## src/rtl/lock_code_sender_if.sv

```systemverilog
// rtl/lock_code_sender_if.sv - request/lock-side signal bundle for lock_code_sender
interface lock_code_sender_if #(
  parameter int CODE_LEN = 5
);
  logic                start_in;
  logic                sweep_in;
  logic [CODE_LEN-1:0] code_in;
  logic                opened_in;
  logic                lock_rst_out;
  logic                b0_out;
  logic                b1_out;
  logic                busy_out;
  logic                done_out;
  logic                found_out;
  logic [CODE_LEN-1:0] code_out;

  modport master (
    output start_in, sweep_in, code_in, opened_in,
    input  lock_rst_out, b0_out, b1_out, busy_out, done_out, found_out, code_out
  );

  modport slave (
    input  start_in, sweep_in, code_in, opened_in,
    output lock_rst_out, b0_out, b1_out, busy_out, done_out, found_out, code_out
  );
endinterface

```

## src/rtl/lock_code_sender.sv

```systemverilog
// rtl/lock_code_sender.sv - serialises a code word into lock button presses, optional sweep
module lock_code_sender #(
  parameter int CODE_LEN     = 5,
  parameter int RST_CYCLES   = 1,
  parameter int GAP_CYCLES   = 1,
  parameter int PRESS_CYCLES = 1,
  parameter int CHECK_CYCLES = 2
) (
  input logic               clk,
  input logic               reset_in,
  lock_code_sender_if.slave bus
);

  localparam int IDX_W = (CODE_LEN > 1) ? $clog2(CODE_LEN) : 1;
  localparam int CNT_W = 16;

  typedef enum logic [2:0] {
    S_IDLE,
    S_LRST,
    S_GAP,
    S_PRESS,
    S_CHECK,
    S_NEXT,
    S_DONE
  } state_t;

  state_t              state, state_n;
  logic [CNT_W-1:0]    cnt, cnt_n;
  logic [IDX_W-1:0]    idx, idx_n;
  logic [CODE_LEN-1:0] code_q, code_n;
  logic                sweep_q, sweep_n;
  logic                success_q, success_n;
  logic                found_q, found_n;
  logic                lock_rst_q, lock_rst_n;
  logic                b0_q, b0_n;
  logic                b1_q, b1_n;
  logic                busy_q, busy_n;
  logic                done_q, done_n;
  logic                hit;

  always_ff @(posedge clk) begin
    if (reset_in) begin
      state      <= S_IDLE;
      cnt        <= '0;
      idx        <= '0;
      code_q     <= '0;
      sweep_q    <= 1'b0;
      success_q  <= 1'b0;
      found_q    <= 1'b0;
      lock_rst_q <= 1'b0;
      b0_q       <= 1'b0;
      b1_q       <= 1'b0;
      busy_q     <= 1'b0;
      done_q     <= 1'b0;
    end else begin
      state      <= state_n;
      cnt        <= cnt_n;
      idx        <= idx_n;
      code_q     <= code_n;
      sweep_q    <= sweep_n;
      success_q  <= success_n;
      found_q    <= found_n;
      lock_rst_q <= lock_rst_n;
      b0_q       <= b0_n;
      b1_q       <= b1_n;
      busy_q     <= busy_n;
      done_q     <= done_n;
    end
  end

  // cnt counts cycles spent in the current timed state; each timed state exits on its last cycle
  always_comb begin
    state_n   = state;
    cnt_n     = cnt + CNT_W'(1);
    idx_n     = idx;
    code_n    = code_q;
    sweep_n   = sweep_q;
    success_n = success_q;
    found_n   = found_q;
    hit       = success_q | bus.opened_in;
    case (state)
      S_IDLE: begin
        cnt_n = '0;
        if (bus.start_in) begin
          code_n    = bus.code_in;
          sweep_n   = bus.sweep_in;
          found_n   = 1'b0;
          success_n = 1'b0;
          idx_n     = IDX_W'(CODE_LEN - 1);
          state_n   = S_LRST;
        end
      end
      S_LRST: begin
        if (cnt == CNT_W'(RST_CYCLES - 1)) begin
          cnt_n   = '0;
          state_n = S_GAP;
        end
      end
      S_GAP: begin
        if (cnt == CNT_W'(GAP_CYCLES - 1)) begin
          cnt_n   = '0;
          state_n = S_PRESS;
        end
      end
      S_PRESS: begin
        if (cnt == CNT_W'(PRESS_CYCLES - 1)) begin
          cnt_n = '0;
          if (idx == '0) begin
            state_n = S_CHECK;
          end else begin
            idx_n   = idx - IDX_W'(1);
            state_n = S_GAP;
          end
        end
      end
      S_CHECK: begin
        if (bus.opened_in) success_n = 1'b1;
        if (cnt == CNT_W'(CHECK_CYCLES - 1)) begin
          cnt_n = '0;
          // all-ones ends a failed sweep: the code register never wraps
          if (hit || !sweep_q || (&code_q)) begin
            found_n = hit;
            state_n = S_DONE;
          end else begin
            state_n = S_NEXT;
          end
        end
      end
      S_NEXT: begin
        cnt_n     = '0;
        code_n    = code_q + CODE_LEN'(1);
        success_n = 1'b0;
        idx_n     = IDX_W'(CODE_LEN - 1);
        state_n   = S_LRST;
      end
      S_DONE: begin
        cnt_n   = '0;
        state_n = S_IDLE;
      end
      default: begin
        cnt_n   = '0;
        state_n = S_IDLE;
      end
    endcase
  end

  // outputs are decoded from the next state so they appear registered in the state they belong to
  always_comb begin
    lock_rst_n = (state_n == S_LRST);
    busy_n     = (state_n != S_IDLE) && (state_n != S_DONE);
    done_n     = (state_n == S_DONE);
    b1_n       = (state_n == S_PRESS) &&  code_n[idx_n];
    b0_n       = (state_n == S_PRESS) && !code_n[idx_n];
  end

  assign bus.lock_rst_out = lock_rst_q;
  assign bus.b0_out       = b0_q;
  assign bus.b1_out       = b1_q;
  assign bus.busy_out     = busy_q;
  assign bus.done_out     = done_q;
  assign bus.found_out    = found_q;
  assign bus.code_out     = code_q;

endmodule

```

## src/flat_wrapper.sv

```systemverilog
// flat-port wrapper written by rule: the top's interface ports become plain ports
module lock_code_sender_flat 
#(
  parameter int CODE_LEN     = 5,
  parameter int RST_CYCLES   = 1,
  parameter int GAP_CYCLES   = 1,
  parameter int PRESS_CYCLES = 1,
  parameter int CHECK_CYCLES = 2
)
  (clk, reset_in, bus_start_in, bus_sweep_in, bus_code_in, bus_opened_in, bus_lock_rst_out, bus_b0_out, bus_b1_out, bus_busy_out, bus_done_out, bus_found_out, bus_code_out);
  lock_code_sender_if #(.CODE_LEN(CODE_LEN)) bus_i ();
  input logic clk;
  input logic reset_in;
  input wire logic [$bits(bus_i.start_in)-1:0] bus_start_in;
  input wire logic [$bits(bus_i.sweep_in)-1:0] bus_sweep_in;
  input wire logic [$bits(bus_i.code_in)-1:0] bus_code_in;
  input wire logic [$bits(bus_i.opened_in)-1:0] bus_opened_in;
  output wire logic [$bits(bus_i.lock_rst_out)-1:0] bus_lock_rst_out;
  output wire logic [$bits(bus_i.b0_out)-1:0] bus_b0_out;
  output wire logic [$bits(bus_i.b1_out)-1:0] bus_b1_out;
  output wire logic [$bits(bus_i.busy_out)-1:0] bus_busy_out;
  output wire logic [$bits(bus_i.done_out)-1:0] bus_done_out;
  output wire logic [$bits(bus_i.found_out)-1:0] bus_found_out;
  output wire logic [$bits(bus_i.code_out)-1:0] bus_code_out;
  assign bus_i.start_in = bus_start_in;
  assign bus_i.sweep_in = bus_sweep_in;
  assign bus_i.code_in = bus_code_in;
  assign bus_i.opened_in = bus_opened_in;
  assign bus_lock_rst_out = bus_i.lock_rst_out;
  assign bus_b0_out = bus_i.b0_out;
  assign bus_b1_out = bus_i.b1_out;
  assign bus_busy_out = bus_i.busy_out;
  assign bus_done_out = bus_i.done_out;
  assign bus_found_out = bus_i.found_out;
  assign bus_code_out = bus_i.code_out;
  lock_code_sender #(.CODE_LEN(CODE_LEN), .RST_CYCLES(RST_CYCLES), .GAP_CYCLES(GAP_CYCLES), .PRESS_CYCLES(PRESS_CYCLES), .CHECK_CYCLES(CHECK_CYCLES)) u_core (.clk(clk), .reset_in(reset_in), .bus(bus_i));
endmodule
```

## config.mk

```make
export PLATFORM = sky130hd
export DESIGN_NAME = lock_code_sender_flat
export DESIGN_NICKNAME = d
export VERILOG_FILES = /design/src/rtl/lock_code_sender_if.sv /design/src/rtl/lock_code_sender.sv /design/src/flat_wrapper.sv
export SDC_FILE = /design/constraint.sdc
export NUM_CORES = 1
export LEC_CHECK = 0
export ABC_AREA = 1
export BUFFER_PORTS_ARGS = -buffer_cell sky130_fd_sc_hd__buf_4
export CELL_PAD_IN_SITES_DETAIL_PLACEMENT = 1
export CELL_PAD_IN_SITES_GLOBAL_PLACEMENT = 1
export CORE_UTILIZATION = 38
export CTS_CLUSTER_SIZE = 30
export DETAILED_ROUTE_END_ITERATION = 8
export GPL_ROUTABILITY_DRIVEN = 0
export GPL_TIMING_DRIVEN = 0
export PLACE_DENSITY = 0.8
export SKIP_CTS_REPAIR_TIMING = 1
export SYNTH_ARGS = -nofsm -noshare
export SYNTH_HDL_FRONTEND = slang
export SYNTH_SLANG_ARGS = --single-unit
```

## constraint.sdc

```tcl
create_clock -name clk -period 1.7 [get_ports clk]
set_clock_uncertainty 0.05 [all_clocks]
set_input_delay 0.17 -clock clk [delete_from_list [all_inputs] [get_ports clk]]
set_output_delay 0.17 -clock clk [all_outputs]
set_load 0.05 [all_outputs]
```

# Word-level counts from Yosys, hierarchy flattened
# Cells that the tools add are included.
[word_totals] reg_bits=35
[classes] n_lt_le_gt_ge=1 reduce_logical=18 eq_ne=14 add_sub_neg=3 bitwise_logic=1 n_mux=25
[ops] op="$mux W16" n=2
[ops] op="$pmux W16 S2" n=1
[ops] op="$mux W3" n=9
[ops] op="$pmux W3 S6" n=1
[ops] op="$add A16 B1 Y16 const B" n=1
[ops] op="$eq A16 B1 Y1 const B" n=1
[ops] op="$logic_not A16 Y1" n=1
[ops] op="$pmux W5 S2" n=1
[ops] op="$eq A3 B2 Y1 const B" n=3
[ops] op="$eq A3 B3 Y1 const B" n=3
[ops] op="$pmux W3 S3" n=1
[ops] op="$eq A3 B1 Y1 const B" n=2
[ops] op="$logic_not A3 Y1" n=2
[ops] op="$reduce_bool A3 Y1" n=2
[ops] op="$add A5 B1 Y5 const B" n=1
[ops] op="$mux W1" n=5
[ops] op="$mux W5" n=1
[ops] op="$reduce_and A5 Y1" n=1
[ops] op="$lt A3 B4 Y1 const B" n=1
[ops] op="$ne A2 B1 Y1 const B" n=2
[ops] op="$ne A2 B2 Y1 const B" n=2
[ops] op="$reduce_and A4 Y1" n=1
[ops] op="$bmux W1 S3" n=1
[ops] op="$logic_and A1 B1 Y1" n=3
[ops] op="12 further kinds" n=14

# Depth between registers and ports, before layout
# Gate-level depths: netlist of run 1.
[depth] ltp_word=8 mapped_depth=13

# Least setup slack after synthesis of run 1
# No wires, ideal clock.
[synth_timing] kind="register to register" from="register u_core.code_q[0], in the netlist u_core.bus.code_out[0]" to="register u_core.busy_q, in the netlist u_core.bus.busy_out" setup_ns=0.124 path_slack_ns=-0.197 path_stages_with_launch=11 t_arrival_ns=1.723 path_cell_list="dfxtp_1 -> ha_1 -> nand2_1 -> nor2_1 -> ha_1 -> nor3_1 -> nor2_1 -> a211o_1 -> nand2_1 -> nand2_1 -> o21ai_0"
[synth_via] elab_chain_cells=7 word_cells_on_any_way=8
[synth_lines] item="start, declared" line="lock_code_sender.sv:30" source="logic [CODE_LEN-1:0] code_q, code_n;"
[synth_lines] item="start signal, assigned" line="lock_code_sender.sv:59" source="code_q <= code_n;"
[synth_lines] item="$reduce_and A5 Y1 (*)" line="lock_code_sender.sv:121" source="if (hit || !sweep_q || (&code_q)) begin"
[synth_lines] item="$logic_or A1 B1 Y1 (*)" line="lock_code_sender.sv:121"
[synth_lines] item="$mux W2 (*)" line="lock_code_sender.sv:121"
[synth_lines] item="$mux W3 (*)" line="lock_code_sender.sv:118" source="if (cnt == CNT_W'(CHECK_CYCLES - 1)) begin"
[synth_lines] item="$pmux W3 S6 (*)" line="lock_code_sender.sv:81" source="case (state)"
[synth_lines] item="$ne A3 B3 Y1 or $reduce_bool A3 Y1 (tied branches)" line="lock_code_sender.sv:150" source="busy_n = (state_n != S_IDLE) && (state_n != S_DONE);"
[synth_lines] item="$logic_and A1 B1 Y1 (*)" line="lock_code_sender.sv:150"
[synth_lines] item="end signal, assigned" line="lock_code_sender.sv:66" source="busy_q <= busy_n;"
[synth_lines] item="end, declared" line="lock_code_sender.sv:37" source="logic busy_q, busy_n;"
# Every way passes the cells marked *; elsewhere a longest branch is shown, timed or not.
# A chain may end at the register's enable or synchronous reset.

# Final worst setup path of run 1
[layout_timing] from="register u_core.cnt[0]" to="register u_core.cnt[14]"
[layout_via] elab_chain_cells=3 word_cells_on_any_way=6
[layout_lines] item="start, declared" line="lock_code_sender.sv:28" source="logic [CNT_W-1:0] cnt, cnt_n;"
[layout_lines] item="start signal, assigned" line="lock_code_sender.sv:57" source="cnt <= cnt_n;"
[layout_lines] item="$add A16 B1 Y16 (tied with other cells)" line="lock_code_sender.sv:74" source="cnt_n = cnt + CNT_W'(1);"
[layout_lines] item="$mux W16, on equally long branches"
[layout_lines] item="$pmux W16 S2 (*)" line="lock_code_sender.sv:81"
# Marked as above.

==> results.cfg, run 1 <==
[critical_path]
worstSetupPathType = reg -> reg
required_ns = 1.84
timing.rr.start = u_core.cnt[0]$_SDFF_PP0_
cp-start-kind = flop
end_kind = flop
path_max_fanout = 4
startpoint = u_core.cnt[0]$_SDFF_PP0_
arrival_ns = 1.93

[final_layout]
antennaDiodeCount = 0
layout_commonest_cell = nand2_1
syn2layout_area_growth_pct = 34.97
drive_gt1_share_pct = 43.71
nets = 334
final_cell_mix = nand2_1, inv_1, buf_4
stdcell_count = 385

[grt]
grt_antenna_before_repair = 0
track_usage_pct = 19.10
met3_usage_pct = 3.252
overflow = 0
busiest_layer = met2
grt_pass1_wl_um = 7907
gr-usage-met1_pct = 23.71
grt_pass1_vias = 1766
grt_max_degree = 11
grt_use_met2_pct = 31.92

[floorplan]
die_y_um = 74.29
rows = 25
io_pins = 21
core_region_area_um2 = 4880
start_util_pct = 40.69
die_x_um = 74.29
dieArea_um2 = 5518

[run_status]
status = finished with violations
failed_checks = negative setup slack

[route]
first_pass_iters = 4
drc = 0
ant_nets = 0
via_count = 1934
wl_um = 5662
drt_first_iter_violations = 64
wl_per_cell_um = 14.71
vias_per_cell = 5.023

[timing]
worst_hold_slack_ns = 0.1073
worstMarginPinSlew_ns = 0.4980
max_freq_ghz = 0.5563
hold_viol = 0
setup_ws_ns = -0.09744
fin_crit_sh_pct = 105.7
rsz0062_at_grt = true
max-slew-margin-rel_pct = 66.80
min_period_ns = 1.797
maxSlewViolCount = 0
setup_tns_ns = -0.2654
setup_viol = 6

[clock_tree]
tritoncts = built
clk_latency_ns = 0.29
path_clk_slew_ns = 0.07
root_buffer = clkbuf_8
htree_levels = 2
cts_sinks = 35
cts_buffer_depth = 2
numCtsBuffers = 5

[yosys]
netlist_area_um2 = 1986
synth_cell_types = 33
synth_cells = 279
async_flop_share_pct = 0
synth_warnings = 0
synth_seq_area_share_pct = 35.29
ys_ff_latch = 35
synth_edf_count = 0
synth_nets = 296
synthFlopType = dfxtp_1
syn_area_per_cell_um2 = 7.117

[worst_hold_path]
hold_class = in -> reg
min_from = bus_sweep_in

[run]
cap_violations = 0

[placement]
port_buffers = 19
dp.cells = 365
dp_slack_ns = -0.1892
detailed_place_hpwl_um = 3689

[power_and_ir_drop]
powerDensity_nw_per_um2 = 779.2
leakage_nw = 1.127
vdd_ir_drop_max_uv = 420.0
## critical path, stage by stage (launching register included)
cell and delay (ns):
dfxtp_4 0.39, ha_4 0.15, nand3_4 0.09, nor2_4 0.13, nand2_2 0.08, nor2_4 0.12, nand3_2 0.11, nor3_4 0.26
nand3_2 0.09, xor2_1 0.19, nor2_2 0.04
## final cells by class
class                      instances  area, um^2
fill                             621        2200
multi-input combinational        201        1376
sequential                        35       728.2
timing repair buffer              30       232.7
inverter                          42       162.7
tap                               67       83.83
clock buffer                       7       76.32
buffer                             2       15.01
clock inverter                     1       5.005
## report_power, final
group | internal [mW] | switching [mW]
registers | 0.868 | 0.0424
logic | 0.202 | 0.391
clock network | 0.287 | 0.298
total | 1.36 | 0.732
## sequential cells by signal (all words and copies together), names as in the netlist
name / flops
u_core.bus.busy_out: 1
u_core.idx: 3
u_core.bus.code_out: 5
u_core.sweep_q: 1
u_core.bus.found_out: 1
u_core.success_q: 1
u_core.cnt: 16
u_core.bus.done_out: 1
u_core.state: 3
u_core.bus.b0_out: 1
u_core.bus.lock_rst_out: 1
u_core.bus.b1_out: 1
## final timing paths
kind	end	slack, ns	cells past startpoint
setup / recovery	u_core.cnt[14]$_SDFF_PP0_	-0.1	10
hold / removal	u_core.sweep_q$_SDFFE_PP0P_	0.11	3
setup reg to reg	u_core.cnt[14]$_SDFF_PP0_	-0.1	10
hold reg to reg	u_core.success_q$_SDFFE_PP0P_	0.42	2
## through the flow
step	instance area [um^2]	util (%)	total power, mW
after global placement	2222	45.54	1.393
after floorplan	1996	-	1.269
after detailed placement	2222	45.54	1.406
after CTS	2303	47.21	1.999
after global routing	2680	54.92	2.195
final	2680	54.92	2.088
## cells by family after synthesis
kind of cell / Yosys count / synth area share [%]
simple gates: 155 / 38.75
compound gates: 32 / 10.15
buf+inv: 44 / 8.758
xor+xnor: 6 / 2.647
flops: 35 / 35.29
fa+ha+maj: 7 / 4.411
## metal layers
layer | routed length [um] | part of all wire [%]
met5 | 0 | 0
met4 | 111 | 2.0
met2 | 2982 | 53
met1 | 2459 | 43
met3 | 108 | 1.9
## cells in the mapped netlist, types with 2 or more instances
cell	n	area, um^2
a211oi_1	3	22.52
a21oi_1	8	40.04
a31oi_1	4	25.02
dfxtp_1	35	700.7
ha_1	7	87.58
inv_1	39	146.4
inv_2	2	7.510
nand2_1	59	221.5
nand2_2	3	18.77
nand3_1	24	120.1
nand3_2	6	60.06
nor2_1	32	120.1
nor2_2	5	31.28
nor2_4	5	56.30
nor3_1	8	40.04
nor3_2	3	30.03
nor3b_1	3	22.52
o21ai_0	10	50.05
o21ai_2	2	17.52
or2_2	4	25.02
xnor2_1	3	26.28
xor2_1	3	26.28
Note: power is estimated with default switching activity, not from simulation.
==> run 2, diff against run 1 <==
Settings changed: CORE_UTILIZATION 38 to 45, PLACE_DENSITY 0.8 to 0.88.
Clock period 1.7 ns to 2.1 ns, I/O delays scaled along.
==> results.cfg, run 2 (synthesized netlist as in run 1, its figures left out) <==
[final_layout]
syn2layout_area_growth_pct = 17.45
regMostFlops = u_core.cnt
antennaDiodeCount = 0
layout_commonest_cell = nand2_1
utilization_pct = 56.67
largest_reg_flops = 16
nets = 322
drive_gt1_share_pct = 20.26
final_cell_mix = nand2_1, inv_1, dfxtp_1
fillers = 545

[critical_path]
crit_family = simple AND/OR/NAND/NOR gates
startpoint = u_core.bus.code_out[0]$_SDFF_PP0_
worst_path_largest_cell_delay_ns = 0.36
cpMaxStageDelayCell = dfxtp_1
worstSetupPathType = reg -> reg
path_max_fanout = 5
required_ns = 2.27
timing.rr.start = u_core.bus.code_out[0]$_SDFF_PP0_
cp-start-kind = flop
end_kind = flop
crit_top_cell = nand2_1
arrival_ns = 2.18
cp_cell_sequence = ha_1 > nand2_1 > nor2_1 > ha_1 > nor3_1 > nor2_1 > a211o_1 > nand2_1 > nand2_1 > nor3_2
critPathBufInv = 0

[placement]
detailed_place_hpwl_um = 3798
port_buffers = 19

[power_and_ir_drop]
leakage_nw = 1.049
vdd_ir_drop_max_uv = 337.6
powerDensity_nw_per_um2 = 799.0

[timing]
max_freq_ghz = 0.4970
hold_viol = 0
setup_tns_ns = 0
fin_crit_sh_pct = 95.81
min_period_ns = 2.012
max-slew-margin-rel_pct = 68.24
maxSlewViolCount = 0
rsz0062_at_grt = true
worstMarginPinSlew_ns = 0.4764
setup_viol = 0

[floorplan]
io_pins = 21
rows = 23
start_util_pct = 48.25
die_x_um = 68.43
core_region_area_um2 = 4115
die_y_um = 68.43
dieArea_um2 = 4682

[route]
ant_nets = 0
vias_per_cell = 5.334
wl_um = 5245
wl_per_cell_um = 14.73
via_count = 1899
drt_first_iter_violations = 81
drc = 0
first_pass_iters = 4

[grt]
grt_pass1_wl_um = 8487
grt_pass1_vias = 1809
track_usage_pct = 25.01
overflow = 0
grt_antenna_before_repair = 0
grt_max_degree = 12

[clock_tree]
htree_levels = 2
cts_buffer_depth = 2
clk_latency_ns = 0.29
root_buffer = clkbuf_8
tritoncts = built
cts_sinks = 35
numCtsBuffers = 5
path_clk_slew_ns = 0.08

[worst_hold_path]
hold_class = in -> reg
min_from = bus_sweep_in

[run]
cap_violations = 0

[run_status]
status = finished clean
-- run 2: final timing paths --
check / cells after the start / end / slack [ns]
max: 10 / u_core.bus.lock_rst_out$_SDFF_PP0_ / 0.09
min: 3 / u_core.sweep_q$_SDFFE_PP0P_ / 0.15
max reg2reg: 10 / u_core.bus.lock_rst_out$_SDFF_PP0_ / 0.09
min reg2reg: 2 / u_core.sweep_q$_SDFFE_PP0P_ / 0.42
-- run 2: metal layers --
layer | share of wire, % | track usage, % | vias to the layer above
li1 | - | - | 947
met1 | 48 | 32.43 | 926
met2 | 49 | 41.30 | 20
met3 | 1.9 | 5.167 | 6
met4 | 0.95 | 7.292 | 0
met5 | 0 | 0 | -
-- run 2: cell type report --
type | count | area, um^2 | area share [%]
plain buffers | 2 | 15.01 | 0.6438
clock buffers | 6 | 72.57 | 3.112
clock inverters | 2 | 60.06 | 2.575
inverters | 42 | 158.9 | 6.813
multi-input cells | 200 | 1120 | 48.01
flip-flops and latches | 35 | 700.7 | 30.04
well taps | 50 | 62.56 | 2.682
repair buffers | 19 | 142.6 | 6.116
-- run 2: stage by stage --
stage | total power [mW] | instance area [um^2] | worst slack (ns) | std cells | hold slack, ns
global route | 1.949 | 2332 | -0.01735 | 356 | 0.1973
finish | 1.863 | 2332 | 0.08798 | 356 | 0.1539
CTS | 1.869 | 2323 | 0.06981 | 356 | 0.1501
detailed placement | 1.139 | 2191 | 0.1745 | 348 | 0.4120
global placement | 1.128 | 2191 | 0.2360 | 348 | 0.3980
floorplan | 1.026 | 1986 | 0.2028 | 279 | 0.3236
-- run 2: tightest hold or removal path, cell delays in order --
cell and delay [ns]:
buf_4 0.07, o21ai_0 0.07, a21oi_1 0.10
-- run 2: where the power goes --
part	internal (mW)	total [mW]	switching, mW
Combinational	0.126	0.407	0.281
Clock	0.475	0.724	0.249
Sequential	0.702	0.733	0.0315
Total	1.30	1.86	0.561
==> run 3, diff against run 2 <==
Settings changed: ABC_AREA 1 to not set, BUFFER_PORTS_ARGS -buffer_cell sky130_fd_sc_hd__buf_4 to not set, CORE_UTILIZATION 45 to 50, DONT_BUFFER_PORTS set to 1, PLACE_DENSITY 0.88 to 0.87.
==> results.cfg, run 3 <==
[final_layout]
fillers = 394
final_cell_mix = nor2_1, dfxtp_1, buf_4
multi_input_area_um2 = 1175
utilization_pct = 65.15
drive_gt1_share_pct = 25.97
largest_reg_flops = 16
register_area_um2 = 715.7
fin_area_um2 = 2208
regMostFlops = u_core.cnt
layout_commonest_cell = nor2_1
nets = 249
syn2layout_area_growth_pct = 23.00
antennaDiodeCount = 0

[power_and_ir_drop]
powerDensity_nw_per_um2 = 636.9
combPwrFrac_pct = 19.4
leakage_nw = 0.8177
power_frac_clock_pct = 23.5
sw_frac_of_total_pct = 33.76
internal-power_mw = 0.9318
power_frac_seq_pct = 57.1
vdd_ir_drop_max_uv = 317.4
p_switching_mw = 0.4748

[yosys]
synth_warnings = 0
synth_area_leaders = dfxtp_1, nor2_1, ha_1
synth_cells = 206
synth_compound_area_share_pct = 14.77
synth_commonest_cells = dfxtp_1, nor2_1, nand2_1, xor2_1
synth_edf_count = 0
synth_xor_area_share_pct = 7.317
synth_seq_area_share_pct = 39.02
yosysMostFrequentCell = dfxtp_1
netlist_area_um2 = 1795
synth.largest_area_cell = dfxtp_1
synthFlopType = dfxtp_1
synth-simple-area-share_pct = 30.66
yosysTopAreaCellShare_pct = 39.02
synth_nets = 223
synth_top_family_by_area = simple AND/OR/NAND/NOR gates
async_flop_share_pct = 0
synth_adder_area_share_pct = 4.878
syn_area_per_cell_um2 = 8.716
ys_ff_latch = 35
synth_cell_types = 50
synth.mux.area_fraction_pct = 0.5575

[clock_tree]
cts_buffer_depth = 2
tritoncts = built
numCtsBuffers = 5
cts_sinks = 35
path_clk_slew_ns = 0.09
clk_latency_ns = 0.34
root_buffer = clkbuf_4
htree_levels = 2

[timing]
max-slew-margin-rel_pct = 51.56
setup_ws_ns = -0.8703
worstMarginPinSlew_ns = 0.7247
min_period_ns = 2.970
fin_crit_sh_pct = 141.4
rsz0062_at_grt = true
maxSlewViolCount = 0
setup_viol = 27
worst_hold_slack_ns = -0.005456
setup_tns_ns = -13.20
max_freq_ghz = 0.3367
hold_viol = 1

[critical_path]
cpMaxStageDelayCell = or4_4
path_max_fanout = 5
end_kind = flop
cp-start-kind = flop
crit_top_cell = or4_4
worst_path_largest_cell_delay_ns = 0.61
arrival_ns = 3.17
required_ns = 2.29
worstSetupPathType = reg -> reg
cp_cell_sequence = or4_4 > or4_4 > o311a_4 > or2_4 > or4_4 > and4b_1

[placement]
placed_area_um2 = 1878
port_buffers = 0
detailed_place_hpwl_um = 3335

[grt]
grt_pass1_vias = 1556
grt_antenna_before_repair = 0
track_usage_pct = 24.74
grt_pass1_wl_um = 6796
grt_max_degree = 11
overflow = 0

[run]
cap_violations = 0

[floorplan]
start_util_pct = 52.97
die_y_um = 61.93
dieArea_um2 = 3835
core_region_area_um2 = 3390
rows = 21
die_x_um = 61.93
io_pins = 21

[route]
wl_um = 5981
ant_nets = 0
drc = 0
drt_first_iter_violations = 130
via_count = 1755
first_pass_iters = 4
wl_per_cell_um = 21.59
vias_per_cell = 6.336

[run_status]
failed_checks = negative hold slack, negative setup slack
status = finished with violations

[worst_hold_path]
hold_class = in -> reg
## run 3: per-stage QoR
step	setup slack (ns)	power (mW)	cells
global placement	-0.8964	0.9972	252
CTS	-1.004	1.331	258
detailed placement	-0.9958	1.014	252
global route	-0.9537	1.466	277
finish	-0.8703	1.407	277
floorplan	-0.8001	0.9597	206
## run 3: layout make-up
class | count | area share [%]
plain buffers | 5 | 1.360
clock buffers | 6 | 1.870
inverters | 7 | 1.190
multi-input cells | 158 | 53.20
flip-flops and latches | 35 | 32.41
well taps | 46 | 2.606
repair buffers | 20 | 7.365
## run 3: path summary, 6_finish.rpt
| kind | startpoint | endpoint | slack (ns) | depth (start not counted) |
|---|---|---|---|---|
| min reg2reg | u_core.sweep_q$_SDFFE_PP0P_ | u_core.sweep_q$_SDFFE_PP0P_ | 0.45 | 2 |
| min | bus_code_in[3] | u_core.bus.code_out[3]$_SDFF_PP0_ | -0.005 | 2 |
| max reg2reg | u_core.cnt[2]$_SDFF_PP0_ | u_core.bus.b0_out$_SDFF_PP0_ | -0.87 | 6 |
| max | u_core.cnt[2]$_SDFF_PP0_ | u_core.bus.b0_out$_SDFF_PP0_ | -0.87 | 6 |
## run 3: power by group through the flow
stage	registers (mW)	logic (mW)	clock network, mW
after floorplan	0.801	0.159	0
after global routing	0.807	0.293	0.365
after global placement	0.808	0.190	0
final	0.803	0.273	0.331
after detailed placement	0.812	0.202	0
after CTS	0.797	0.204	0.330
## run 3: critical path: cells and delay by family, from the launching register on
kind / cells / cell delay [ns]
AOI/OAI and AO/OA: 1 / 0.35
DFF: 1 / 0.35
and+or+nand+nor: 5 / 2.13
## run 3: routing by layer
metal / vias to the layer above / track usage, % / part of all wire, %
met2: 52 / 47.16 / 52
met3: 24 / 7.246 / 4.3
met4: 0 / 9.524 / 3.7
met5: - / 0 / 0
li1: 794 / - / -
met1: 885 / 25.22 / 40
## run 3: logic make-up (layout without fill, tap and decap cells)
logic type / count (synthesis) / after routing
muxes: 1 / 1
xor gates and xnor gates: 15 / 15
adders and majority gates: 7 / 7
DFF: 35 / 35
and+or+nand+nor: 99 / 99
AOI/OAI and AO/OA: 36 / 36
buffers and inverters: 13 / 38
